[config.mk]
export PLATFORM = sky130hd
export DESIGN_NAME = multicycle_ctrl_fsm
export DESIGN_NICKNAME = d
export VERILOG_FILES = /design/src/rtl/multicycle_ctrl_fsm.sv
export SDC_FILE = /design/constraint.sdc
export NUM_CORES = 1
export LEC_CHECK = 0
export ABC_AREA = 1
export CAP_MARGIN = 10
export CORE_ASPECT_RATIO = 1.1
export CORE_MARGIN = 2
export CORE_UTILIZATION = 40
export DETAILED_ROUTE_END_ITERATION = 8
export GPL_ROUTABILITY_DRIVEN = 0
export SETUP_SLACK_MARGIN = 0.2
export SLEW_MARGIN = 15
export SYNTH_ARGS = -nofsm -noshare
export SYNTH_HDL_FRONTEND = slang
export SYNTH_SLANG_ARGS = --single-unit
[constraint.sdc]
create_clock -name clk -period 4.4 [get_ports clk]
set_input_delay 1.1 -clock clk [delete_from_list [all_inputs] [get_ports clk]]
set_output_delay 1.1 -clock clk [all_outputs]
set_load 0.005 [all_outputs]
[src/rtl/multicycle_ctrl_fsm.sv]
// multicycle_ctrl_fsm: five-phase (FETCH/DECODE/EXEC/MEM/WB) instruction sequencer with memory handshakes
// Inputs : clk, reset (async, active-high), stall, op_class[1:0], imem_ack, dmem_ack
// Outputs: imem_req, dmem_req, dmem_we, fetch, decode, execute, ir_en, rf_we, pc_en, err, retired[CNT_W-1:0]
module multicycle_ctrl_fsm #(
  parameter int EXEC_CYCLES = 1,
  parameter int MEM_TIMEOUT = 16,
  parameter int CNT_W = 32
) (
  input  logic             clk,
  input  logic             reset,
  input  logic             stall,
  input  logic [1:0]       op_class,
  input  logic             imem_ack,
  input  logic             dmem_ack,
  output logic             imem_req,
  output logic             dmem_req,
  output logic             dmem_we,
  output logic             fetch,
  output logic             decode,
  output logic             execute,
  output logic             ir_en,
  output logic             rf_we,
  output logic             pc_en,
  output logic             err,
  output logic [CNT_W-1:0] retired
);
  typedef enum logic [2:0] {FETCH, DECODE, EXEC, MEM, WB, ERR} state_t;
  localparam int EW = $clog2(EXEC_CYCLES + 1);
  localparam int TW = $clog2(MEM_TIMEOUT + 1);
  localparam logic [1:0] ALU = 2'd0, STORE = 2'd2, BRANCH = 2'd3;
  state_t state_q, state_d;
  logic [EW-1:0] ecnt_q, ecnt_d;
  logic [TW-1:0] tcnt_q, tcnt_d;
  logic [1:0] cls_q, cls_d;
  logic [CNT_W-1:0] retired_q;
  always_comb begin
    state_d = state_q;
    ecnt_d = ecnt_q;
    tcnt_d = tcnt_q;
    cls_d = cls_q;
    imem_req = 1'b0;
    dmem_req = 1'b0;
    dmem_we = 1'b0;
    fetch = 1'b0;
    decode = 1'b0;
    execute = 1'b0;
    ir_en = 1'b0;
    rf_we = 1'b0;
    pc_en = 1'b0;
    err = 1'b0;
    case (state_q)
      FETCH: begin
        imem_req = 1'b1;
        fetch = 1'b1;
        // the strobe is combinational on ack, so mask it while reset is held
        ir_en = imem_ack & ~reset;
        state_d = imem_ack ? DECODE : FETCH;
      end
      DECODE: begin
        decode = 1'b1;
        if (!stall) begin
          state_d = EXEC;
          cls_d = op_class;
        end
      end
      EXEC: begin
        execute = 1'b1;
        if (!stall) begin
          if (ecnt_q == EW'(EXEC_CYCLES - 1)) begin
            ecnt_d = '0;
            state_d = cls_q == ALU ? WB : cls_q == BRANCH ? FETCH : MEM;
            pc_en = cls_q == BRANCH;
          end else begin
            ecnt_d = ecnt_q + 1'b1;
          end
        end
      end
      MEM: begin
        dmem_req = 1'b1;
        dmem_we = cls_q == STORE;
        // an ack on the timeout cycle still completes the access
        if (dmem_ack) begin
          tcnt_d = '0;
          state_d = cls_q == STORE ? FETCH : WB;
          pc_en = cls_q == STORE;
        end else if (tcnt_q == TW'(MEM_TIMEOUT - 1)) begin
          state_d = ERR;
        end else begin
          tcnt_d = tcnt_q + 1'b1;
        end
      end
      WB: begin
        rf_we = ~stall;
        pc_en = ~stall;
        state_d = stall ? WB : FETCH;
      end
      ERR: err = 1'b1;
      default: state_d = FETCH;
    endcase
  end
  always_ff @(posedge clk or posedge reset) begin
    if (reset) begin
      state_q <= FETCH;
      ecnt_q <= '0;
      tcnt_q <= '0;
      cls_q <= '0;
      retired_q <= '0;
    end else begin
      state_q <= state_d;
      ecnt_q <= ecnt_d;
      tcnt_q <= tcnt_d;
      cls_q <= cls_d;
      retired_q <= retired_q + CNT_W'(pc_en);
    end
  end
  assign retired = retired_q;
endmodule

* Word-level counts from Yosys, hierarchy flattened
Index checks and enable logic that the tools add are counted.
** Storage, ports and cells
- Register bits :: 43
- Bits of input ports :: 7
** Cells by class
- Reduce and logical (&&, ||, !) cells :: 6
- Add/sub/neg operators :: 3
- Eq/ne operators :: 13
- Multiplexer cells :: 26
- Bitwise logic cells :: 4
** Operator list (count)
- adder 32 x 1 -> 32 bit :: 1
- two-way mux 3 bit :: 8
- one-hot mux 3 bit (6 select lines) :: 1
- two-way mux 1 bit :: 13
- two-way mux 5 bit :: 2
- != test 2 bit (second input constant) :: 4
- equality test 3 x 2 -> 1 bit (second input constant) :: 2
- equality test 3 bit (second input constant) :: 2
- AND reduction 2 bit :: 3
- adder 5 x 1 -> 5 bit (second input constant) :: 1
- equality test 5 x 4 -> 1 bit (second input constant) :: 1
- AND reduction 5 bit :: 1
- equality test 2 bit (second input constant) :: 2
- equality test 3 x 1 -> 1 bit (second input constant) :: 1
- logical NOT 3 bit :: 1
- != test 3 bit (second input constant) :: 1
- inverter 1 bit :: 3
- one-hot mux 1 bit (3 select lines) :: 1
- logical NOT 2 bit :: 1
- two-way mux 2 bit :: 1
- adder 1 bit (second input constant) :: 1
- AND 1 bit :: 1

* Logic depth before layout (Yosys ltp)
- Depth in word-level cells :: 6
- Gate-level depth with buffers :: 15
- Mapped depth without buffers :: 14

* Least setup slack after synthesis
OpenSTA, ideal clock, no wires.
- Kind :: input to register
- From :: input dmem_ack
- To :: register retired_q[30] (netlist: retired[30])
- Stages on the path :: 11
- Data required time :: 4.283 ns
- Data arrival time :: 2.367 ns
- Setup slack :: 1.916 ns
- Setup time :: 0.117 ns
- Buffers on the path :: 0
- Cell sequence :: nand2_1 -> o221ai_1 -> ha_1 -> ha_1 -> nand2_2 -> nor2_4 -> nand2_4 -> nor2_8 -> nand2_1 -> nand2_1 -> nand2_1
** On the way
- Cells in the longest elaborated chain, start to end :: 3
** Ends and longest elaborated chain
- start, declared :: line 14 : input logic dmem_ack,
- two-way mux 1 bit :: line 82 : if (dmem_ack) begin
- one-hot mux 1 bit (3 select lines) :: line 51 : case (state_q)
- net pc_en :: line 23 : output logic pc_en,
- adder 32 x 1 -> 32 bit :: line 113 : retired_q <= retired_q + CNT_W'(pc_en);
- end signal, assigned :: line 113
- end, declared :: line 35 : logic [CNT_W-1:0] retired_q;
The timed path passes the listed nets, and every way through them passes these cells.
A chain may end at the register's enable or synchronous reset.

* Worst setup path after layout
- From :: input stall
- To :: output pc_en
** On the way
- Cells in the longest elaborated chain, start to end :: 2
- Elaborated cells on any way between the ends :: 3
- Classes of those cells :: 2 x mux; 1 x bitwise
** Ends and longest elaborated chain
- start, declared :: line 11 : input logic stall,
- two-way mux 1 bit / inverter 1 bit (equally long branches)
- one-hot mux 1 bit (3 select lines) (*) :: line 51
- end, declared :: line 23
Every way passes the cells marked *; elsewhere a longest branch is shown, timed or not.

==> tab_implementation.tex <==
\begin{tabular}{lr}
\hline
Metric & Value \\
\hline
\multicolumn{2}{l}{\textbf{STA}} \\
Total count of max-transition violations in the final report & 0 \\
Worst Max-Slew Pin Slew & 488 ps \\
PnR worst setup slack & 831 ps \\
Worst slack on hold paths & 507 ps \\
Number of endpoints with negative hold slack in the final report & 0 \\
RSZ-0062 raised after global routing & false \\
Final critical-path share of the clock period & 81.1\% \\
Final setup skew & 4.95 ps \\
Final sum of negative setup slack & 0 ps \\
Achievable Freq & 280 MHz \\
Worst slew slack as a fraction of its limit & 67.4\% \\
Final setup vio count & 0 \\
Fin crit period & 3570 ps \\
\multicolumn{2}{l}{\textbf{Route}} \\
First-iteration detailed-routing DRC count & 121 \\
Drc violations & 0 \\
Detailed-router iteration count before antenna repair & 4 \\
Number of vias after detailed routing & 2,135 \\
Sum of routed wire segments on met1 & 2330 um \\
Met2 routed wirelength & 2670 um \\
Total wirelength of the detailed-routed design & 5290 um \\
Ratio of routed vias to standard cells & 4.69 \\
Post-route ant nets & 0 \\
Met3 wire length & 213 um \\
Routed len/inst & 11.6 um \\
Highest metal used & met4 \\
\multicolumn{2}{l}{\textbf{Finish}} \\
Final net count & 388 \\
Antenna fix cells & 0 \\
Most common library cell in the layout ignoring fill and taps & nand2\_1 \\
Highest-count cells in the layout ignoring fill and taps & 107 x nand2\_1, 48 x clkdlybuf4s50\_1, 44 x nor2\_1 \\
Finished Layout Cells & 455 \\
End-of-flow core utilization & 52.2\% \\
Synth-to-layout area growth & 27.3\% \\
Share of post-route cells with drive strength above 1 & 9.07\% \\
Area of all placed cells without fillers & 3170 sq um \\
\multicolumn{2}{l}{\textbf{Clock tree}} \\
Post-cts sizing count & 0 \\
Deepest clock path buffer count & 2 \\
Sinks on Clock Net & 42 \\
Number of post-CTS setup repair buffers & 0 \\
Number of buffers inserted by hold repair at cts & 0 \\
Skew-Pair Late Insertion Delay & 290 ps \\
Root Buffer & clkbuf\_8 \\
Number of buffers created by CTS & 5 \\
TritonCTS clock tree & done \\
Clock slew at reported path FFs & 80 ps \\
\# H-tree levels & 2 \\
\multicolumn{2}{l}{\textbf{Setup path}} \\
Worst setup SP type & input pin \\
Worst path required time & 3300 ps \\
CP Max Fanout & 6 \\
Cells on worst reg2reg path & 12 \\
Category of the most critical setup path & input pin to output port \\
Data arrival time of the critical path & 2470 ps \\
Element type at the critical path end & output port \\
\multicolumn{2}{l}{\textbf{Pwr}} \\
Leakage power & 1.53 nW \\
Power consumption & 0.696 mW \\
Cell Pwr Density & 220 nW/um\^{}2 \\
VDD IR-drop max & 120 uV \\
\multicolumn{2}{l}{\textbf{Worst hold path}} \\
Number of stages on the worst hold path & 1 \\
Min-Delay Path Class & flip-flop to flip-flop \\
\multicolumn{2}{l}{\textbf{Placed design}} \\
Cell Area, Placed & 3060 sq um \\
Number of I/O port buffers & 48 \\
Post-place setup slack & 830 ps \\
Detailed Place HPWL & 4170 um \\
Post-Place Cells & 447 \\
\multicolumn{2}{l}{\textbf{Synth}} \\
Top cells by area in the synthesized netlist & dfrtp\_1 42\%, nand2\_1 16\%, nor2\_1 6.6\% \\
Post-synth top area share & 42.2\% \\
Post-synthesis cell count & 321 \\
Yosys Warn Count & 0 \\
Combined area of all synthesized cells & 2490 sq um \\
Distinct cells, synth & 26 \\
Top cell type by total area after synthesis & dfrtp\_1 \\
Synthesized area per cell & 7.76 sq um \\
Net count after synthesis & 335 \\
Sequential cell area fraction in the yosys report & 42.2\% \\
Post-synthesis register bit count & 42 \\
\multicolumn{2}{l}{\textbf{Floorplanning}} \\
Core Area & 6080 sq um \\
Die ar. & 6880 sq um \\
Top Ports & 49 \\
Initial cell density of the core & 41.0\% \\
Die Y & 86.8 um \\
Rows & 30 \\
Overall die width & 79.2 um \\
\multicolumn{2}{l}{\textbf{GRT}} \\
Via count of the first global-routing pass & 2,060 \\
Pin count of the biggest net entering global routing & 32 \\
Global-route congestion overflow total & 0 \\
Initial antenna violation count & 0 \\
Global-route wire length before repair & 9140 um \\
GR Util All Layers & 16.9\% \\
\multicolumn{2}{l}{\textbf{Run status}} \\
Outcome & completed \\
\multicolumn{2}{l}{\textbf{Flow run}} \\
Max capacitance violation total & 0 \\
\hline
\end{tabular}
## worst paths after layout
check / startpoint / end / slack (ps)
hold / removal: tcnt_q[0] / tcnt_q[0] / 510
hold reg to reg: tcnt_q[0] / tcnt_q[0] / 510
max in group asynchronous: reset / retired[9] / 2470
setup / recovery: stall / pc_en / 830
setup reg to reg: state_q[0] / retired[28] / 2170
min in group asynchronous: reset / cls_q[1] / 1150
## registers in the layout, indices dropped and copies added, names as in the netlist
register / flops
cls_q: 2
state_q: 3
tcnt_q: 5
retired: 32
## cell families after synthesis
| group | count (synthesis) | synth area share [%] |
|---|---|---|
| simple gates | 201 | 38.3 |
| buf+inv | 42 | 6.58 |
| flops | 42 | 42.2 |
| xor+xnor | 17 | 6.58 |
| compound gates | 12 | 2.86 |
| fa+ha+maj | 7 | 3.52 |
## power breakdown
part | total, mW | internal, mW | leakage [nW] | switching [mW]
combinational | 0.0169 | 0.00638 | 0.905 | 0.0105
clock | 0.293 | 0.159 | 0.0575 | 0.134
sequential | 0.386 | 0.386 | 0.564 | 0.000275
total | 0.696 | 0.551 | 1.53 | 0.145
## per-layer routing
metal  global-route usage, %  up-vias
met5                       0        -
met4                    5.17        0
met3                    3.85        6
met2                    30.0       48
met1                    20.3      990
li1                        -     1091
## cell type report
| type | instances | area (sq um) |
|---|---|---|
| clock buffer | 8 | 110 |
| fill | 612 | 2910 |
| inverter | 39 | 146 |
| multi-input combinational | 237 | 1280 |
| sequential | 42 | 1050 |
| tap | 80 | 100 |
| timing repair buffer | 49 | 488 |
## cells in the mapped netlist
| cell type | count |
|---|---|
| nor2_2 | 5 |
| nor2_1 | 44 |
| buf_2 | 2 |
| nand3_2 | 1 |
| o221ai_1 | 1 |
| inv_1 | 38 |
| nand2_1 | 107 |
| inv_2 | 1 |
| buf_4 | 1 |
| dfrtp_1 | 42 |
| xnor2_1 | 7 |
| nand3_1 | 19 |
| nand2_2 | 3 |
| xor2_1 | 8 |
| ha_1 | 7 |
| o21ai_0 | 3 |
| a21oi_2 | 1 |
| nand3b_1 | 7 |
| xor2_2 | 2 |
| nor2_8 | 3 |
| o22ai_1 | 3 |
| a21oi_1 | 4 |
| nor2_4 | 5 |
| nand4_1 | 2 |
| nor3_1 | 1 |
| nand2_4 | 4 |
## critical path: stages
cell	delay (ps)
clkdlybuf4s50_1	580
inv_1	80
nand3_1	90
o221ai_1	130
clkdlybuf4s50_1	480
No activity file was read; power rests on OpenSTA's default activity.
